===== src/rtl/subleq_datapath.sv =====
// ---------------------------------------------------------------------------
// subleq_datapath
//
// Datapath for a SUBLEQ ("subtract and branch if less than or equal to
// zero") processor. An external sequencer steps control_word through the
// phases of each instruction. Each instruction is three memory words at
// PC, PC+1 and PC+2, holding the addresses A and B and the jump target C.
// Each instruction performs mem[B] <= mem[B] - mem[A]. If the result is
// less than or equal to zero it jumps to C. Otherwise it continues at PC+3.
// A taken jump to a negative target stops the machine.
//
// Ports
//   clk          : clock, rising-edge
//   areset       : synchronous, active-high reset
//   control_word : current sequencer phase (FETCH_A .. FETCH_C, HALT)
//   halt         : stop request back to the sequencer
//   mem_addr     : memory address
//   mem_rdata    : memory read data, combinational from mem_addr
//   mem_wdata    : memory write data (non-zero only in STORE_SUB)
//   mem_we       : memory write enable, sampled by memory on clk
//   pc           : current program counter (debug)
// ---------------------------------------------------------------------------
module subleq_datapath #(
  parameter int                 WIDTH      = 16,
  parameter logic [WIDTH-1:0]   RESET_PC   = '0,
  parameter int                 STATE_BITS = 3
) (
  input  logic                  clk,
  input  logic                  areset,
  input  logic [STATE_BITS-1:0] control_word,
  output logic                  halt,
  output logic [WIDTH-1:0]      mem_addr,
  input  logic [WIDTH-1:0]      mem_rdata,
  output logic [WIDTH-1:0]      mem_wdata,
  output logic                  mem_we,
  output logic [WIDTH-1:0]      pc
);

  localparam logic [STATE_BITS-1:0] CW_FETCH_A   = STATE_BITS'(0);
  localparam logic [STATE_BITS-1:0] CW_DEREF_A   = STATE_BITS'(1);
  localparam logic [STATE_BITS-1:0] CW_FETCH_B   = STATE_BITS'(2);
  localparam logic [STATE_BITS-1:0] CW_DEREF_B   = STATE_BITS'(3);
  localparam logic [STATE_BITS-1:0] CW_STORE_SUB = STATE_BITS'(4);
  localparam logic [STATE_BITS-1:0] CW_FETCH_C   = STATE_BITS'(5);

  logic [WIDTH-1:0] pc_q, pc_d;
  logic [WIDTH-1:0] ra_q, ra_d;
  logic [WIDTH-1:0] rb_q, rb_d;
  logic [WIDTH-1:0] va_q, va_d;
  logic [WIDTH-1:0] vb_q, vb_d;
  logic             leq_q, leq_d;
  logic             halted_q, halted_d;

  logic [WIDTH-1:0] sub_result;
  logic [WIDTH-1:0] pc_plus1;
  logic [WIDTH-1:0] pc_plus2;
  logic [WIDTH-1:0] pc_plus3;
  logic             jump_to_negative;

  // All arithmetic wraps naturally at WIDTH bits; no overflow correction.
  assign sub_result = vb_q - va_q;
  assign pc_plus1   = pc_q + WIDTH'(1);
  assign pc_plus2   = pc_q + WIDTH'(2);
  assign pc_plus3   = pc_q + WIDTH'(3);

  // A taken jump whose target has its sign bit set is the stop condition.
  // It is visible in the same FETCH_C cycle, before HALTED is registered.
  assign jump_to_negative = (control_word == CW_FETCH_C) & leq_q & mem_rdata[WIDTH-1];
  assign halt             = halted_q | jump_to_negative;
  assign pc               = pc_q;

  always_comb begin
    pc_d      = pc_q;
    ra_d      = ra_q;
    rb_d      = rb_q;
    va_d      = va_q;
    vb_d      = vb_q;
    leq_d     = leq_q;
    halted_d  = halted_q;
    mem_addr  = pc_q;
    mem_wdata = '0;
    mem_we    = 1'b0;

    // Once halted, the datapath is frozen and parked on PC.
    // HALT and the unused code 6 take the default branch, so nothing changes.
    if (!halted_q) begin
      case (control_word)
        CW_FETCH_A: begin
          mem_addr = pc_q;
          ra_d     = mem_rdata;
        end
        CW_DEREF_A: begin
          mem_addr = ra_q;
          va_d     = mem_rdata;
        end
        CW_FETCH_B: begin
          mem_addr = pc_plus1;
          rb_d     = mem_rdata;
        end
        CW_DEREF_B: begin
          mem_addr = rb_q;
          vb_d     = mem_rdata;
        end
        CW_STORE_SUB: begin
          mem_addr  = rb_q;
          mem_wdata = sub_result;
          // Reset must suppress the write even in the middle of an instruction.
          mem_we    = ~areset;
          leq_d     = sub_result[WIDTH-1] | (sub_result == '0);
        end
        CW_FETCH_C: begin
          mem_addr = pc_plus2;
          pc_d     = leq_q ? mem_rdata : pc_plus3;
          if (jump_to_negative) begin
            halted_d = 1'b1;
          end
        end
        default: begin
        end
      endcase
    end
  end

  always_ff @(posedge clk) begin
    if (areset) begin
      pc_q     <= RESET_PC;
      ra_q     <= '0;
      rb_q     <= '0;
      va_q     <= '0;
      vb_q     <= '0;
      leq_q    <= 1'b0;
      halted_q <= 1'b0;
    end else begin
      pc_q     <= pc_d;
      ra_q     <= ra_d;
      rb_q     <= rb_d;
      va_q     <= va_d;
      vb_q     <= vb_d;
      leq_q    <= leq_d;
      halted_q <= halted_d;
    end
  end

endmodule

===== config.mk =====
export PLATFORM = sky130hd
export DESIGN_NAME = subleq_datapath
export DESIGN_NICKNAME = d
export VERILOG_FILES = /design/src/rtl/subleq_datapath.sv
export SDC_FILE = /design/constraint.sdc
export NUM_CORES = 1
export LEC_CHECK = 0
export CORE_MARGIN = 2
export CORE_UTILIZATION = 55
export DETAILED_ROUTE_END_ITERATION = 6
export GPL_TIMING_DRIVEN = 0
export PLACE_DENSITY = 0.9
export SYNTH_ARGS = -nofsm -noshare
export SYNTH_HDL_FRONTEND = slang
export SYNTH_SLANG_ARGS = --single-unit
export TNS_END_PERCENT = 30

===== constraint.sdc =====
create_clock -name clk -period 3.23 [get_ports clk]
set_input_delay 0.646 -clock clk [delete_from_list [all_inputs] [get_ports clk]]
set_output_delay 0.646 -clock clk [all_outputs]
set_load 0.005 [all_outputs]

==> results.txt <==
CP Class = reg -> out
Placed Cells = 886
latest clock arrival within the worst-skew pair = 0.37 ns
Fmax = 0.297 GHz
all-layer global routing usage = 0.365
Psw = 0.825 mW
vias = 6,060
Cells after Synth = 709
grt peak-use layer = met2
R2R depth = 13
largest net degree at the start of global routing = 14
num rows = 34
slew margin rel. = 0.379
Die ar. = 9880 um2
Via density = 6.58
CP arrival = 2.72 ns
worst slew pin tran = 0.923 ns
Post-Layout Cell Count = 921
met3 Use GR = 0.0864
Final Hold Violating Endpoints = 0
Ys Warns = 0
DRC = 1
Distinct cells, synth = 66
Worst Hold Margin = 0.458 ns
routed len/inst = 20.0 um
core area = 8760 um2
CTS Root Cell = clkbuf_8
reg2reg start = vb_q[0]
Slew Limit Fails = 0
failing checks = DRC, setup timing
TritonCTS Buffers = 9
flop2flop setup slack = 0.51 ns
Detail Placement HPWL = 12.3 mm
Mapped Area = 5000 um2
Data required, critical path = 2.58 ns
met2 usage = 0.559
logic gate share of total power = 0.261
first-pass GRT wire length = 28.4 mm
sequential share of the synthesized area = 0.328
nets@finish = 850
CTS max path bufs = 2
Setup WS pre-CTS = -1.09 ns
Primary FF master, synth = dfxtp_1
crit start category = flop
Flop pwr share = 0.411
Routed WL = 18.5 mm
Die Y = 99.4 um
post-layout min period = 3.37 ns
count leader, synth = nand2_1
DRT antenna net count = 0
Synthesized Nets = 751
Worst Setup End Kind = output port
CTS H-tree depth = 3
# IOs = 71
Initial Utilization = 0.571
layout overhead on the synthesized area = 34.1%
met1 Resource Use GR = 0.491
Power Total = 2.66 mW
unrepaired setup endpoints after global routing = yes
Post-synth top cells = nand2_1 (153), a21oi_1 (101), dfxtp_1 (82)
initial antenna violation count = 1
crit-path max FO = 2
worst clock skew = 0.0109 ns
Worst Setup Slack, final = -0.138 ns
port bufs = 69
# setup viols final = 9
final worst-path cycle share = 1.04
post-synth top area share = 0.328
layout cells sized above 1 = 0.177
dominant cell type by area after synthesis = dfxtp_1
die width = 99.4 um
Endpoint, Worst Hold = ra_q[12]
clock power share = 0.328
Clock transition at path regs = 0.08 ns
Area contributors post-synth = dfxtp_1 (33%), nand2_1 (11%), a21oi_1 (10%)
pwr/cell area = 396 nW/um2
GRT overflow = 0
Iter 0 DRT Violations = 721
CTS tree = done
peak supply drop = 303 uV
EDFF count, synth = 0
asr flop ratio synth = 0
worst min path class = reg -> reg
reg2reg end = leq_q
Int Pwr = 1.83 mW
synthesized flop and latch total = 82
vias in the first global route = 5,479
sw frac = 0.311
total clock sinks = 82
Pre-antenna DRT Iters = 7
worst hold start = ra_q[12]
hold depth = 2
RD Place Congestion = 1.05
outcome = finished with violations
MaxCap Viol Count = 0
syn avg cell area = 7.06 um2
P_leak = 2.43 nW
-- worst max-delay path: stages (launching register included) --
cell      delay (ns)
dfxtp_2         0.34
inv_2           0.08
ha_4            0.12
inv_2           0.03
fa_2            0.36
a21oi_2         0.18
o211ai_1        0.18
o221ai_2        0.24
o21ai_2         0.10
a21o_1          0.17
a21oi_2         0.13
xor2_1          0.20
nor2_1          0.06
buf_2           0.15
-- flip-flops by register name, indices dropped and copies added (netlist names) --
register / cells
pc: 16
ra_q: 16
rb_q: 16
va_q: 16
vb_q: 16
halted_q: 1
leq_q: 1
-- metrics by stage --
stage	cell area (um2)	setup TNS, ns	utilization
2_1_floorplan	5000	0	-
3_3_place_gp	5830	-16.85	0.665
3_5_place_dp	5830	-17.42	0.665
4_1_cts	6520	-0.454	0.744
5_1_grt	6710	-1.42	0.765
6_report	6710	-0.546	0.766
-- cells in the final DEF (no fill, tap or decap), types with 6 or more instances in the layout --
cell	netlist	final
a21oi_2	0	7
inv_1	24	21
nand2b_1	8	6
ha_1	20	13
clkbuf_1	37	26
dfxtp_2	0	6
dlygate4sd2_1	0	7
o21ai_1	0	10
a22oi_1	6	6
dfxtp_4	0	10
dfxtp_1	82	66
a31oi_1	6	6
a221oi_1	18	13
clkbuf_8	0	15
a21oi_1	101	93
nand2_1	153	148
nand3_1	15	12
o21ai_0	37	19
buf_4	1	24
clkdlybuf4s50_1	0	50
xor2_1	7	6
nor2_1	71	63
xnor2_1	10	9
nor3_1	18	16
o21ai_2	0	6
-- routing by layer --
layer  vias up  wire, um
li1       2697         -
met2       486      8200
met5         -         0
met3        91      2260
met1      2786      7140
met4         0       860
-- worst max path at each step --
stage | start | end | slack (ns) | cells after the start
detailed placement | control_word[1] | mem_addr[15] | -1.09 | 9
floorplan | vb_q[0] | mem_wdata[14] | 0.37 | 12
global placement | control_word[1] | mem_addr[15] | -1.04 | 9
CTS | va_q[1] | mem_wdata[13] | -0.13 | 11
global route | vb_q[0] | mem_wdata[14] | -0.26 | 13
finish | vb_q[0] | mem_wdata[14] | -0.14 | 13
-- logic make-up after synthesis --
group / Yosys count / synth area share
xor gates and xnor gates: 17 / 0.0298
and+or+nand+nor: 303 / 0.264
DFF: 82 / 0.328
buffers and inverters: 68 / 0.0540
adders and majority gates: 21 / 0.0540
AOI/OAI and AO/OA: 215 / 0.264
muxes: 3 / 0.00600
-- power by group through the flow --
| stage | clock network, mW | logic (mW) | registers [mW] |
|---|---|---|---|
| after floorplan | 0 | 0.346 | 1.09 |
| after global placement | 0 | 0.535 | 1.10 |
| after detailed placement | 0 | 0.552 | 1.10 |
| after CTS | 0.859 | 0.638 | 1.09 |
| after global routing | 0.904 | 0.741 | 1.10 |
| final | 0.872 | 0.693 | 1.09 |
-- layout make-up --
cell class                      instances  area [um2]
Sequential cell                        82        1690
Buffer                                 37         204
Inverter                               25        98.8
Clock inverter                          4        75.1
Clock buffer                           11         151
Timing Repair Buffer                   94         866
Fill cell                             628        2050
Tap cell                              108         135
Antenna cell                            1        2.50
Multi-Input combinational cell        559        3490
-- what timing repair did --
| item | 4_1_cts | 5_1_grt |
|---|---|---|
| endpoints found under the setup margin | 34 | 27 |
| pin swaps | 29 | 18 |
| resized for setup | 140 | 52 |
| gates cloned | 3 | 0 |
| buffers inserted | 18 | 4 |
| hold buffers | 0 | 0 |
Note: power is estimated with default switching activity, not from simulation.
